## config.mk

```make
export PLATFORM = sky130hd
export DESIGN_NAME = reg_hazard_unit
export DESIGN_NICKNAME = d
export VERILOG_FILES = /design/src/rtl/reg_hazard_unit.sv
export SDC_FILE = /design/constraint.sdc
export NUM_CORES = 1
export LEC_CHECK = 0
export CAP_MARGIN = 20
export CORE_AREA = 3 3 122 124
export DETAILED_ROUTE_END_ITERATION = 16
export DIE_AREA = 0 0 125 127
export DONT_BUFFER_PORTS = 1
export GPL_TIMING_DRIVEN = 0
export PLACE_DENSITY_LB_ADDON = 0.12
export SETUP_SLACK_MARGIN = 0.02
export SLEW_MARGIN = 5
export SYNTH_ARGS = -nofsm -noshare
export SYNTH_HDL_FRONTEND = slang
export SYNTH_SLANG_ARGS = --single-unit
```

## constraint.sdc

```tcl
create_clock -name clk_i -period 5.3 [get_ports clk_i]
set_clock_uncertainty 0.1 [all_clocks]
set_input_delay 1.06 -clock clk_i [delete_from_list [all_inputs] [get_ports clk_i]]
set_output_delay 1.06 -clock clk_i [all_outputs]
set_load 0.02 [all_outputs]
```

## src/rtl/reg_hazard_unit.sv

```systemverilog
// reg_hazard_unit: ID-stage operand resolver and interlock.
//   Resolves NUM_RPORTS register read operands against NUM_FWD in-flight
//   pipeline stages (index 0 youngest) and a long-latency completion bus.
//   Raises stall_o for non-ready forwarding sources and, when built with
//   REG_HAZARD_SCOREBOARD_EN, for registers pending in a long-latency
//   scoreboard plus a WAW interlock on re-issue to a pending register.
//   Without the macro there are no scoreboard flops and pending_o reads 0.
// Ports:
//   clk_i, rst_i               clock, synchronous active-high reset
//   rden_i/raddr_i/rdata_i     per-port read enable, address, regfile data
//   fwd_we_i/waddr/wdata/ready per-stage forwarding sources
//   issue_valid/long/waddr_i   instruction leaving ID
//   cpl_valid/waddr/wdata_i    long-latency write-back bus
//   flush_i                    kills all pending long-latency operations
//   rdata_o, stall_o           resolved operands, ID/IF hold (combinational)
//   pending_o                  scoreboard state (debug)
//   stall_cnt_o                saturating stalled-cycle count
module reg_hazard_unit #(
  parameter int unsigned NUM_RPORTS = 2,
  parameter int unsigned NUM_FWD    = 2,
  parameter int unsigned DATA_W     = 32,
  parameter int unsigned ADDR_W     = 5
) (
  input  logic                         clk_i,
  input  logic                         rst_i,
  input  logic [NUM_RPORTS-1:0]        rden_i,
  input  logic [NUM_RPORTS*ADDR_W-1:0] raddr_i,
  input  logic [NUM_RPORTS*DATA_W-1:0] rdata_i,
  input  logic [NUM_FWD-1:0]           fwd_we_i,
  input  logic [NUM_FWD*ADDR_W-1:0]    fwd_waddr_i,
  input  logic [NUM_FWD*DATA_W-1:0]    fwd_wdata_i,
  input  logic [NUM_FWD-1:0]           fwd_ready_i,
  input  logic                         issue_valid_i,
  input  logic                         issue_long_i,
  input  logic [ADDR_W-1:0]            issue_waddr_i,
  input  logic                         cpl_valid_i,
  input  logic [ADDR_W-1:0]            cpl_waddr_i,
  input  logic [DATA_W-1:0]            cpl_wdata_i,
  input  logic                         flush_i,
  output logic [NUM_RPORTS*DATA_W-1:0] rdata_o,
  output logic                         stall_o,
  output logic [(2**ADDR_W)-1:0]       pending_o,
  output logic [15:0]                  stall_cnt_o
);

  localparam int unsigned NUM_REGS = 2**ADDR_W;
  localparam int unsigned CNT_W    = 16;

  logic [NUM_RPORTS-1:0] port_haz_c;
  logic                  waw_c;
  logic [CNT_W-1:0]      stall_cnt_d, stall_cnt_q;

`ifdef REG_HAZARD_SCOREBOARD_EN
  logic [NUM_REGS-1:0]   pending_d, pending_q;
`endif

  // Per-port operand resolution; first matching rule wins.
  always_comb begin : resolve
    logic [ADDR_W-1:0] addr;
    logic              hit;
    addr       = '0;
    hit        = 1'b0;
    rdata_o    = '0;
    port_haz_c = '0;
    for (int p = 0; p < NUM_RPORTS; p++) begin
      addr = raddr_i[p*ADDR_W +: ADDR_W];
      hit  = 1'b0;
      if (addr != '0) begin
        // Youngest matching stage shadows all older ones, ready or not.
        for (int k = 0; k < NUM_FWD; k++) begin
          if (!hit && fwd_we_i[k] && (fwd_waddr_i[k*ADDR_W +: ADDR_W] == addr)) begin
            hit = 1'b1;
            if (fwd_ready_i[k]) begin
              rdata_o[p*DATA_W +: DATA_W] = fwd_wdata_i[k*DATA_W +: DATA_W];
            end else begin
              port_haz_c[p] = 1'b1;
            end
          end
        end
        if (!hit) begin
          if (cpl_valid_i && (cpl_waddr_i == addr)) begin
            rdata_o[p*DATA_W +: DATA_W] = cpl_wdata_i;
          end else begin
            rdata_o[p*DATA_W +: DATA_W] = rdata_i[p*DATA_W +: DATA_W];
`ifdef REG_HAZARD_SCOREBOARD_EN
            if (pending_q[addr]) begin
              port_haz_c[p] = 1'b1;
            end
`endif
          end
        end
      end
    end
    if (rst_i) begin
      rdata_o    = '0;
      port_haz_c = '0;
    end
  end

  // WAW interlock: re-issue of a long op to a still-pending destination.
`ifdef REG_HAZARD_SCOREBOARD_EN
  assign waw_c = issue_valid_i && issue_long_i && (issue_waddr_i != '0) &&
                 pending_q[issue_waddr_i] &&
                 !(cpl_valid_i && (cpl_waddr_i == issue_waddr_i));
`else
  logic unused_sb_c;
  assign unused_sb_c = ^{issue_valid_i, issue_long_i, issue_waddr_i, flush_i};
  assign waw_c       = 1'b0;
`endif

  assign stall_o = !rst_i && ((|(port_haz_c & rden_i)) || waw_c);

  // Scoreboard next state: clear, then set (younger issue wins), then flush.
`ifdef REG_HAZARD_SCOREBOARD_EN
  always_comb begin : sb_next
    pending_d = pending_q;
    if (cpl_valid_i) begin
      pending_d[cpl_waddr_i] = 1'b0;
    end
    if (issue_valid_i && issue_long_i && !stall_o && (issue_waddr_i != '0)) begin
      pending_d[issue_waddr_i] = 1'b1;
    end
    if (flush_i) begin
      pending_d = '0;
    end
    pending_d[0] = 1'b0;
  end

  always_ff @(posedge clk_i) begin : sb_reg
    if (rst_i) begin
      pending_q <= '0;
    end else begin
      pending_q <= pending_d;
    end
  end

  assign pending_o = pending_q;
`else
  assign pending_o = '0;
`endif

  // Saturating stalled-cycle counter; flush does not clear it.
  always_comb begin : cnt_next
    stall_cnt_d = stall_cnt_q;
    if (stall_o && (stall_cnt_q != '1)) begin
      stall_cnt_d = stall_cnt_q + CNT_W'(1);
    end
  end

  always_ff @(posedge clk_i) begin : cnt_reg
    if (rst_i) begin
      stall_cnt_q <= '0;
    end else begin
      stall_cnt_q <= stall_cnt_d;
    end
  end

  assign stall_cnt_o = stall_cnt_q;

endmodule

```

==> flow_metrics.env <==
export IMPL_cts_buffers=3
export IMPL_nFillCells=1618
export IMPL_initial_core_util_pct=27.5
export IMPL_cts_resized=0
export IMPL_grtUsageTotal_pct=21.8
export IMPL_wirelength_um=19300
export IMPL_synth_simple_gate_area_share_pct=18.3
export IMPL_synthArstFlopShare_pct=0
export IMPL_largest_reg_flops=16
export IMPL_cts_root_buffer="clkbuf_16"
export IMPL_reg2reg_to="stall_cnt_o[9]"
export IMPL_worstHoldEndpoint="stall_cnt_o[6]"
export IMPL_die_area_mm2=0.0159
export IMPL_nets=786
export IMPL_pin_count=315
export IMPL_crit_type="in -> out"
export IMPL_cp_buffers_inverters=2
export IMPL_via_per_inst=5.84
export IMPL_hp_start="stall_cnt_o[6]"
export IMPL_fin_tns_setup_ns=0
export IMPL_final_cells=762
export IMPL_design_area_mm2=0.00425
export IMPL_cts_buffer_depth=2
export IMPL_slowest_delay_ns=0.54
export IMPL_netlist_area_leader_share_pct=15.5
export IMPL_synthCells=547
export IMPL_area_delta_synth_final_pct=11.3
export IMPL_die_y_um=127
export IMPL_placed_cells=758
export IMPL_num_rows=43
export IMPL_holdPathStages=2
export IMPL_yosys_area_share_adder_pct=0.328
export IMPL_first_pass_iters=5
export IMPL_rsz0062_at_grt="no"
export IMPL_ir_drop_mv=0.0872
export IMPL_grt_pass1_wl_um=27500
export IMPL_final_common_cell="a21oi_1"
export IMPL_postRouteAntennaNets=0
export IMPL_r2r_cells=8
export IMPL_post_cts_buffers=0
export IMPL_grt_antenna_before_repair=0
export IMPL_drc=0
export IMPL_slew_viol_final=0
export IMPL_synthMuxAreaShare_pct=19.2
export IMPL_critPathMaxFanout=10
export IMPL_synth_edf_count=0
export IMPL_synth_distinct_cells=41
export IMPL_cp_data_required_time_ns=4.14
export IMPL_p_sw_share_pct=40.6
export IMPL_clkLatencyLatePin_ns=0.25
export IMPL_wl_per_cell_um=25.3
export IMPL_postSynthAreaPerCell_um2=6.97
export IMPL_clkPwrFrac_pct=29.7
export IMPL_first_iter_violations=326
export IMPL_crit_chain="buf_6, xnor2_1, nand3_1, nor3_1, nand2_1, nor3b_1, clkbuf_1, a22oi_1, a21oi_1"
export IMPL_cap_viol_max_count=0
export IMPL_period_share_pct=88.7
export IMPL_die_w_um=125
export IMPL_hold_viol_final=0
export IMPL_maxSlewHeadroom_pct=42.1
export IMPL_placed_area_mm2=0.00416
export IMPL_cts_sinks=16
export IMPL_synth_xor_area_share_pct=6.89
export IMPL_core_area_mm2=0.0139
export IMPL_r2r_start="stall_cnt_o[2]"
export IMPL_r2r_slack_ns=2.71
export IMPL_clk_pin_slew_ns=0.05
export IMPL_min_delay_path_class="reg -> reg"
export IMPL_power_switching_uw=225
export IMPL_p_leak_uw=0.00158
export IMPL_cp_start_kind="primary input"
export IMPL_grt_max_degree=11
export IMPL_layout_common_cells="a21oi_1, nand3_1, mux2i_1"
export IMPL_tritoncts="done"
export IMPL_outcome="finished, final reports clean"
export IMPL_globalRouteOverflowTotal=0
export IMPL_fin_crit_ns=4.70
export IMPL_insertedDiodeCount=0
export IMPL_seqPwrFrac_pct=21.8
export IMPL_synthTopCellsByArea="a21oi_1, mux2i_1, a211o_1"
export IMPL_slowest_stage="a21oi_1"
export IMPL_htreeDepth=1
export IMPL_comb_power_share_pct=48.5
export IMPL_hpwl_um=15300
export IMPL_fmax_ghz=0.213
export IMPL_port_buffers=0
export IMPL_vias=4451
export IMPL_cellPowerDensity_mw_per_mm2=131
export IMPL_drive_gt1_share_pct=12.4
export IMPL_synth_top_cell_by_area="a21oi_1"
export IMPL_cp_arrival_ns=3.54
export IMPL_crit_family="simple AND/OR/NAND/NOR gates"
export IMPL_critPathCaptureType="output pin"
export IMPL_synth_top_family_by_area="compound AO/OA/AOI/OAI gates"
export IMPL_finalSetupViolations=0
export IMPL_synth_seq_area_share_pct=8.40
export IMPL_syn_area_mm2=0.00381
export IMPL_ys_warn_count=0
export IMPL_ys_flop_type="dfxtp_1"
export IMPL_cts_hold_fix_buffers=0
export IMPL_gp_congestion=0.871
export IMPL_worst_slew_pin_transition_ns=0.864
export IMPL_synth_compound_area_share_pct=33.4
export IMPL_intPower_uw=329
export IMPL_ys_ff_latch=16
export IMPL_grt_pass1_vias=4342
Yosys cell counts (9+ instances only):
library cell,instances
a211o_1,43
or4_1,10
a22oi_1,19
dfxtp_1,16
a21oi_1,118
nand2_1,9
mux2_2,24
clkbuf_1,43
xor2_1,20
mux2i_1,46
nand3_1,71
buf_4,32
xnor2_1,10
metrics by stage:
step / power [uW] / hold WS (ns) / setup WS, ns / util [%]
global route: 582 / 0.524 / 0.291 / 30.6
finish: 554 / 0.496 / 0.601 / 30.6
floorplan: 342 / 0.459 / 1.24 / -
global placement: 391 / 0.486 / 0.574 / 29.9
detailed placement: 391 / 0.489 / 0.517 / 29.9
CTS: 558 / 0.498 / 0.510 / 30.6
power by group through the flow:
stage / clock (uW) / combinational [uW] / sequential, uW
floorplan: 0 / 219 / 123
global placement: 0 / 267 / 124
detailed placement: 0 / 268 / 124
CTS: 169 / 269 / 121
global route: 174 / 287 / 121
finish: 164 / 269 / 121
layout make-up:
type                    count  area (um2)  share of cell area, %
clock buffers               4        88.8                   2.09
well taps                 180         225                   5.31
flip-flops and latches     16         320                   7.54
plain buffers              90         489                   11.5
multi-input cells         465        3100                   72.9
inverters                   7        26.3                  0.619
how the worst max path moves through the flow:
stage                           from          end  slack (ns)  cells past startpoint
after floorplan           raddr_i[4]  rdata_o[31]        1.24                      8
after global routing      raddr_i[9]  rdata_o[43]        0.29                      9
after CTS                 raddr_i[9]  rdata_o[43]        0.51                      9
after global placement    raddr_i[9]  rdata_o[43]        0.57                      9
final                     raddr_i[9]  rdata_o[43]        0.60                      9
after detailed placement  raddr_i[9]  rdata_o[43]        0.52                      9
per-layer routing:
metal	wire length (um)	vias to the layer above	share of wire, %	GRT usage [%]
li1	-	2071	-	-
met1	7750	2122	40	27.7
met2	9880	250	51	39.6
met3	1560	8	8.1	4.72
met4	76	0	0.39	1.53
met5	0	-	0	0
kinds of logic (layout without fill, tap and decap cells):
group,Yosys count,count (layout)
multiplexers,70,70
XOR/XNOR,30,30
AND/OR/NAND/NOR,129,129
AO/OA/AOI/OAI,203,203
other,1,32
adder cells (fa/ha/maj),1,1
flip-flops,16,16
buffers and inverters,97,101
worst min-delay path, delay by kind of cell (launching register included):
family,cells,cell delay [ns]
AOI/OAI and AO/OA,2,0.16
DFF,1,0.39
No activity file was read; power rests on OpenSTA's default activity.
